[src/rtl/spgd_dac_pkg.sv]
// Shared definitions for the SPGD DAC perturbation path: the sequencer state
// encoding, phase tags for metric samples, and the DAC code width constants
// that the offset-binary formatter also uses.
package spgd_dac_pkg;

  // DAC code width (unsigned offset-binary) and default settle-counter width
  localparam int SPGD_DAC_W    = 14;
  localparam int SPGD_SETTLE_W = 16;

  // Analog zero on an offset-binary DAC, and the full-scale code
  localparam logic [SPGD_DAC_W-1:0] SPGD_MIDSCALE = 14'h2000;
  localparam logic [SPGD_DAC_W-1:0] SPGD_DAC_MAX  = 14'h3FFF;

  // Sequencer states, 3-bit encoding
  typedef enum logic [2:0] {
    ST_IDLE   = 3'd0,
    ST_PLUS   = 3'd1,
    ST_SAMP_P = 3'd2,
    ST_MINUS  = 3'd3,
    ST_SAMP_M = 3'd4,
    ST_DONE   = 3'd5
  } seq_state_e;

  // Tag carried alongside each metric sample request
  typedef enum logic [1:0] {
    PH_NONE  = 2'd0,
    PH_PLUS  = 2'd1,
    PH_MINUS = 2'd2
  } phase_e;

  // Metric sample is requested in the two sampling states only
  function automatic logic is_sample_state(input seq_state_e s);
    return (s == ST_SAMP_P) || (s == ST_SAMP_M);
  endfunction

  // Phase tag implied by a state: plus side, minus side, or none
  function automatic phase_e phase_of(input seq_state_e s);
    phase_e ph;
    case (s)
      ST_PLUS,  ST_SAMP_P: ph = PH_PLUS;
      ST_MINUS, ST_SAMP_M: ph = PH_MINUS;
      default:             ph = PH_NONE;
    endcase
    return ph;
  endfunction

endpackage

[src/rtl/spgd_dac_perturb_seq_sat_addsub.sv]
// Saturating add/subtract of an unsigned perturbation onto an unsigned
// offset-binary DAC code. Both results are formed one bit wider than the code
// so the carry (add) or borrow (subtract) bit flags the out-of-range case.
module sat_addsub
  import spgd_dac_pkg::*;
#(
  parameter int W = SPGD_DAC_W
) (
  input  logic [W-1:0] u_i,
  input  logic [W-1:0] d_i,
  input  logic         sub_i,
  output logic [W-1:0] code_o,
  output logic         sat_o
);

  logic [W:0] sum_w;
  logic [W:0] diff_w;

  // Widened sum/difference, then clamp to [0, 2^W-1] and flag the clamp
  always_comb begin
    sum_w  = {1'b0, u_i} + {1'b0, d_i};
    diff_w = {1'b0, u_i} - {1'b0, d_i};
    code_o = u_i;
    sat_o  = 1'b0;
    if (sub_i) begin
      if (diff_w[W]) begin
        code_o = '0;
        sat_o  = 1'b1;
      end else begin
        code_o = diff_w[W-1:0];
      end
    end else begin
      if (sum_w[W]) begin
        code_o = '1;
        sat_o  = 1'b1;
      end else begin
        code_o = sum_w[W-1:0];
      end
    end
  end

endmodule

[src/rtl/spgd_dac_perturb_seq.sv]
// Two-sided SPGD perturbation sequencer for one DAC channel. Each accepted
// start drives base+delta, settles, requests a metric sample, then does the
// same at base-delta and finally restores base. Every output is a register
// loaded from the next-state decode, so outputs change together with the
// state they describe and no input reaches an output combinationally.
module spgd_dac_perturb_seq
  import spgd_dac_pkg::*;
#(
  parameter int                    WIRE_WIDTH = SPGD_DAC_W,
  parameter int                    SETTLE_W   = SPGD_SETTLE_W,
  parameter logic [WIRE_WIDTH-1:0] MIDSCALE   = WIRE_WIDTH'(SPGD_MIDSCALE)
) (
  input  logic                  clk,
  input  logic                  rst_n,
  input  logic                  start,
  input  logic                  abort,
  input  logic [WIRE_WIDTH-1:0] base_code,
  input  logic [WIRE_WIDTH-1:0] delta,
  input  logic [SETTLE_W-1:0]   settle_cycles,
  input  logic                  sample_ack,
  output logic                  sample_req,
  output logic [1:0]            phase,
  output logic [WIRE_WIDTH-1:0] dac_code,
  output logic                  busy,
  output logic                  done,
  output logic                  sat
);

  seq_state_e state_q, state_d;

  logic [SETTLE_W-1:0]   cnt_q, cnt_d;
  logic [WIRE_WIDTH-1:0] u_q, u_d;
  logic [WIRE_WIDTH-1:0] d_q, d_d;
  logic [SETTLE_W-1:0]   s_q, s_d;

  logic [WIRE_WIDTH-1:0] dac_q, dac_d;
  phase_e                phase_q, phase_d;
  logic                  req_q, req_d;
  logic                  busy_q, busy_d;
  logic                  done_q, done_d;
  logic                  sat_q, sat_d;

  logic                  start_acc;
  logic [WIRE_WIDTH-1:0] op_u, op_d;
  logic                  op_sub;
  logic [WIRE_WIDTH-1:0] as_code;
  logic                  as_sat;

  // State register
  always_ff @(posedge clk or negedge rst_n) begin
    if (!rst_n) begin
      state_q <= ST_IDLE;
    end else begin
      state_q <= state_d;
    end
  end

  // Next-state, settle counter and operand latching
  always_comb begin
    state_d   = state_q;
    cnt_d     = cnt_q;
    u_d       = u_q;
    d_d       = d_q;
    s_d       = s_q;
    start_acc = 1'b0;
    case (state_q)
      ST_IDLE: begin
        // start beats a coincident abort: abort has nothing to stop here
        if (start) begin
          start_acc = 1'b1;
          state_d   = ST_PLUS;
          cnt_d     = settle_cycles;
          u_d       = base_code;
          d_d       = delta;
          s_d       = settle_cycles;
        end
      end
      ST_PLUS: begin
        if (cnt_q == '0) state_d = ST_SAMP_P;
        else             cnt_d   = cnt_q - SETTLE_W'(1);
      end
      ST_SAMP_P: begin
        if (sample_ack) begin
          state_d = ST_MINUS;
          cnt_d   = s_q;
        end
      end
      ST_MINUS: begin
        if (cnt_q == '0) state_d = ST_SAMP_M;
        else             cnt_d   = cnt_q - SETTLE_W'(1);
      end
      ST_SAMP_M: begin
        if (sample_ack) state_d = ST_DONE;
      end
      ST_DONE: begin
        state_d = ST_IDLE;
      end
      default: begin
        state_d = ST_IDLE;
      end
    endcase
    // Abort overrides any pending ack; DONE is already on its way to IDLE
    if (abort && (state_q != ST_IDLE) && (state_q != ST_DONE)) begin
      state_d = ST_DONE;
    end
  end

  // Operands come straight from the ports on the accepting cycle so the plus
  // code is ready one edge after start; afterwards the latched copies are used
  assign op_u   = start_acc ? base_code : u_q;
  assign op_d   = start_acc ? delta     : d_q;
  assign op_sub = (state_d == ST_MINUS);

  sat_addsub #(
    .W (WIRE_WIDTH)
  ) u_sat_addsub (
    .u_i    (op_u),
    .d_i    (op_d),
    .sub_i  (op_sub),
    .code_o (as_code),
    .sat_o  (as_sat)
  );

  // Output decode from the state being entered
  always_comb begin
    dac_d   = dac_q;
    sat_d   = sat_q;
    phase_d = phase_of(state_d);
    req_d   = is_sample_state(state_d);
    busy_d  = (state_d != ST_IDLE);
    done_d  = (state_d == ST_DONE);
    case (state_d)
      ST_PLUS, ST_MINUS: begin
        dac_d = as_code;
        // a new sequence forgets clamps from the previous one
        sat_d = (start_acc ? 1'b0 : sat_q) | as_sat;
      end
      ST_DONE: begin
        dac_d = u_q;
      end
      default: begin
        dac_d = dac_q;
      end
    endcase
  end

  // Datapath registers: counter and latched sequence parameters
  always_ff @(posedge clk or negedge rst_n) begin
    if (!rst_n) begin
      cnt_q <= '0;
      u_q   <= '0;
      d_q   <= '0;
      s_q   <= '0;
    end else begin
      cnt_q <= cnt_d;
      u_q   <= u_d;
      d_q   <= d_d;
      s_q   <= s_d;
    end
  end

  // Registered outputs; reset parks the DAC at analog zero
  always_ff @(posedge clk or negedge rst_n) begin
    if (!rst_n) begin
      dac_q   <= MIDSCALE;
      phase_q <= PH_NONE;
      req_q   <= 1'b0;
      busy_q  <= 1'b0;
      done_q  <= 1'b0;
      sat_q   <= 1'b0;
    end else begin
      dac_q   <= dac_d;
      phase_q <= phase_d;
      req_q   <= req_d;
      busy_q  <= busy_d;
      done_q  <= done_d;
      sat_q   <= sat_d;
    end
  end

  assign dac_code   = dac_q;
  assign phase      = phase_q;
  assign sample_req = req_q;
  assign busy       = busy_q;
  assign done       = done_q;
  assign sat        = sat_q;

endmodule
[config.mk]
export PLATFORM = sky130hd
export DESIGN_NAME = spgd_dac_perturb_seq
export DESIGN_NICKNAME = d
export VERILOG_FILES = /design/src/rtl/spgd_dac_pkg.sv /design/src/rtl/spgd_dac_perturb_seq_sat_addsub.sv /design/src/rtl/spgd_dac_perturb_seq.sv
export SDC_FILE = /design/constraint.sdc
export NUM_CORES = 1
export LEC_CHECK = 0
export BUFFER_PORTS_ARGS = -buffer_cell sky130_fd_sc_hd__clkbuf_2
export CORE_MARGIN = 10
export CORE_UTILIZATION = 45
export CTS_CLUSTER_DIAMETER = 50
export DETAILED_ROUTE_END_ITERATION = 10
export PLACE_DENSITY = 0.69
export SETUP_SLACK_MARGIN = 0.2
export SLEW_MARGIN = 10
export SYNTH_ARGS = -nofsm -noshare
export SYNTH_HDL_FRONTEND = slang
export SYNTH_SLANG_ARGS = --single-unit
export TNS_END_PERCENT = 50
[constraint.sdc]
create_clock -name clk -period 10.1 [get_ports clk]
set_input_delay 0.505 -clock clk [delete_from_list [all_inputs] [get_ports clk]]
set_output_delay 0.505 -clock clk [all_outputs]
set_load 0.01 [all_outputs]
==> results by group <==
Drt
  • Average wire per standard cell: 17.2 µm
  • Vias: 4880
  • Pre-antenna DRT Iters: 5
  • Final ANT Viol Nets: 0
  • Drt via density: 5.82
  • DRC Markers: 0
  • Final wirelength: 14500 µm
  • DR iter-0 viols: 349

Status
  • Status: finished clean

Worst setup path
  • CP endpoint kind: register
  • Worst-path maximum fanout: 30
  • Critical path arrival: 4.65 ns
  • Startpoint types: register
  • Worst EP required: 10.32 ns
  • CP Class: reg -> reg

Final layout
  • Commonest non-fill, non-tap cell in the layout: dfrtp_1
  • Share of cells above drive strength 1: 0.264
  • Most frequent cells in the layout: 82 x dfrtp_1, 67 x clkbuf_2, 59 x mux2_2
  • Antenna diode count: 0
  • Fill cells: 1172
  • Area grow syn2layout: 12.8%
  • Final Net Count: 741

Yosys
  • Syn nets: 689
  • Top cell type by total area after synthesis: dfrtp_1
  • Post-Syn Area: 5710 µm²
  • Mapped Cells: 610
  • Asr flop ratio synth: 1.00
  • Share of the synthesized area in the top cell type: 0.359
  • Synth warn: 0
  • Synth Flop Type: dfrtp_1
  • Distinct cells, synth: 77
  • EDFF count, synth: 0
  • Synth Register Bits: 83
  • Average cell area after synthesis: 9.36 µm²
  • Part of the Yosys area used for sequential elements: 0.364
  • Top post-synthesis cells by area: dfrtp_1 36%, mux2_2 12%, ha_1 6.1%

Floorplanning
  • DIE WIDTH: 133 µm
  • Die area: 17600 µm²
  • Core area: 12500 µm²
  • IO Pins: 69
  • Die Y: 133 µm
  • Initial Util: 0.456
  • Row cnt: 41

Global routing
  • First-pass GRT wire length: 24100 µm
  • Antenna violations before repair: 0
  • Vias in the first global route: 4858
  • Grt total ovfl: 0
  • Pin count of the biggest net entering global routing: 84
  • Gr usage total: 0.164

Clock network
  • Clk sinks: 83
  • Clock Pin Slew Worst Setup and Hold Paths: 0.06 ns
  • Post_cts resized: 0
  • Clock tree from TritonCTS: done
  • H-Tree Depth: 3
  • Root Buffer Master: clkbuf_16
  • CTS Buf Count: 9
  • Hold Buf Count CTS: 0
  • Post-CTS Setup Inserts: 0
  • Clk_lat worst skew: 0.35 ns
  • Longest Clk Path Bufs: 2

Place
  • Pre-CTS setup slack: 5.68 ns
  • I/O Buffers: 68
  • HPWL after DPL: 10500 µm
  • GP Congestion: 0.880

STA
  • Final period util: 0.439
  • Slew Viols, Final: 0
  • Worst-Margin Slew: 1.06 ns
  • RSZ-0062 raised after global routing: false
  • PnR worst setup slack: 5.66 ns
  • Final Skew: 0.00895 ns
  • # setup viols final: 0
  • Final hold viol count: 0
  • Slew HR: 0.291
  • Fmax: 225 MHz
  • Hold WS: 0.341 ns
  • Setup Total Neg Slack: 0 ns
  • Fin crit period: 4.44 ns

Power
  • Pwr per Cell Area: 389 nW/µm²
  • Leak: 2.77 nW
  • Max VDD drop: 0.214 mV
  • Pwr Total: 2.51 mW

Job
  • Max-capacitance violation count: 0

Min path
  • HP Class: in -> async
[path summary, 6_finish.rpt]
| kind | end | depth (start not counted) | from | slack [ns] |
|---|---|---|---|---|
| min in group clk | d_q[0]$_DFFE_PN0N_ | 2 | delta[0] | 0.40 |
| worst max-delay path | dac_code[10]$_DFFE_PN0P_ | 15 | state_q[1]$_DFF_PN0_ | 5.66 |
| worst min register to register | d_q[3]$_DFFE_PN0N_ | 1 | d_q[3]$_DFFE_PN0N_ | 0.50 |
| max in group asynchronous | dac_code[9]$_DFFE_PN0P_ | 1 | rst_n | 9.06 |
| worst max register to register | dac_code[10]$_DFFE_PN0P_ | 15 | state_q[1]$_DFF_PN0_ | 5.66 |
| worst min-delay path | cnt_q[14]$_DFFE_PN0P_ | 1 | rst_n | 0.34 |
[layout make-up]
| class | count | area (µm²) | share of cell area |
|---|---|---|---|
| inverters | 37 | 141 | 0.0220 |
| repair buffers | 73 | 380 | 0.0591 |
| flip-flops and latches | 83 | 2080 | 0.323 |
| clock inverters | 6 | 47.5 | 0.00738 |
| multi-input cells | 458 | 3340 | 0.518 |
| well taps | 172 | 215 | 0.0334 |
| clock buffers | 10 | 239 | 0.0371 |
[logic make-up after synthesis]
kind of cell / count (synthesis) / synth area share
AO/OA/AOI/OAI: 211 / 0.247
AND/OR/NAND/NOR: 152 / 0.140
flip-flops: 83 / 0.364
buffers and inverters: 69 / 0.0526
multiplexers: 63 / 0.124
adder cells (fa/ha/maj): 30 / 0.0684
XOR/XNOR: 2 / 0.00307
[critical path: stages (launching register included)]
cell and delay [ns]:
dfrtp_1 0.75, nor4b_4 0.41, buf_4 0.40, mux2_2 0.40, inv_1 0.06, ha_1 0.16, inv_1 0.06, fa_1 0.43
a211o_1 0.31, o211ai_1 0.14, a21oi_1 0.16, o41ai_2 0.39, o31ai_1 0.11, a221o_1 0.35, o21ai_1 0.07, a21oi_1 0.08
[stage by stage]
stage	cells	area [µm²]	util
final	839	6440	0.514
after global routing	839	6440	0.514
after CTS	839	6440	0.514
after detailed placement	823	6150	0.492
after global placement	823	6150	0.492
after floorplan	610	5710	-
[layer usage]
metal  GRT usage  up-vias  wire (µm)
li1            -     2323          -
met1       0.195     2391       6230
met2       0.285      149       7370
met3      0.0416       17        671
met4      0.0452        0        193
met5           0        -          0
[synth_stat cells (9+ instances only)]
cell type / n
nor3_1: 13
ha_1: 28
o22ai_1: 13
nor2_1: 48
mux2_2: 59
o21ai_0: 51
nor2b_1: 18
nand2_1: 39
a21oi_1: 51
o21ai_1: 12
dfrtp_1: 82
a31oi_1: 9
clkbuf_1: 19
inv_1: 36
[flip-flops by register name (all words and copies together) (netlist names)]
| register | count |
|---|---|
| cnt_q | 16 |
| s_q | 16 |
| d_q | 14 |
| dac_code | 14 |
| u_q | 14 |
| state_q | 3 |
| phase | 2 |
| busy | 1 |
| done | 1 |
| sample_req | 1 |
| sat | 1 |
[power breakdown]
part           switching [mW]  leakage [nW]  internal, mW
combinational           0.928          1.65         0.650
clock                   0.143         0.139         0.175
sequential              0.108         0.985         0.504
total                    1.18          2.77          1.33
Note: power is estimated with default switching activity, not from simulation.
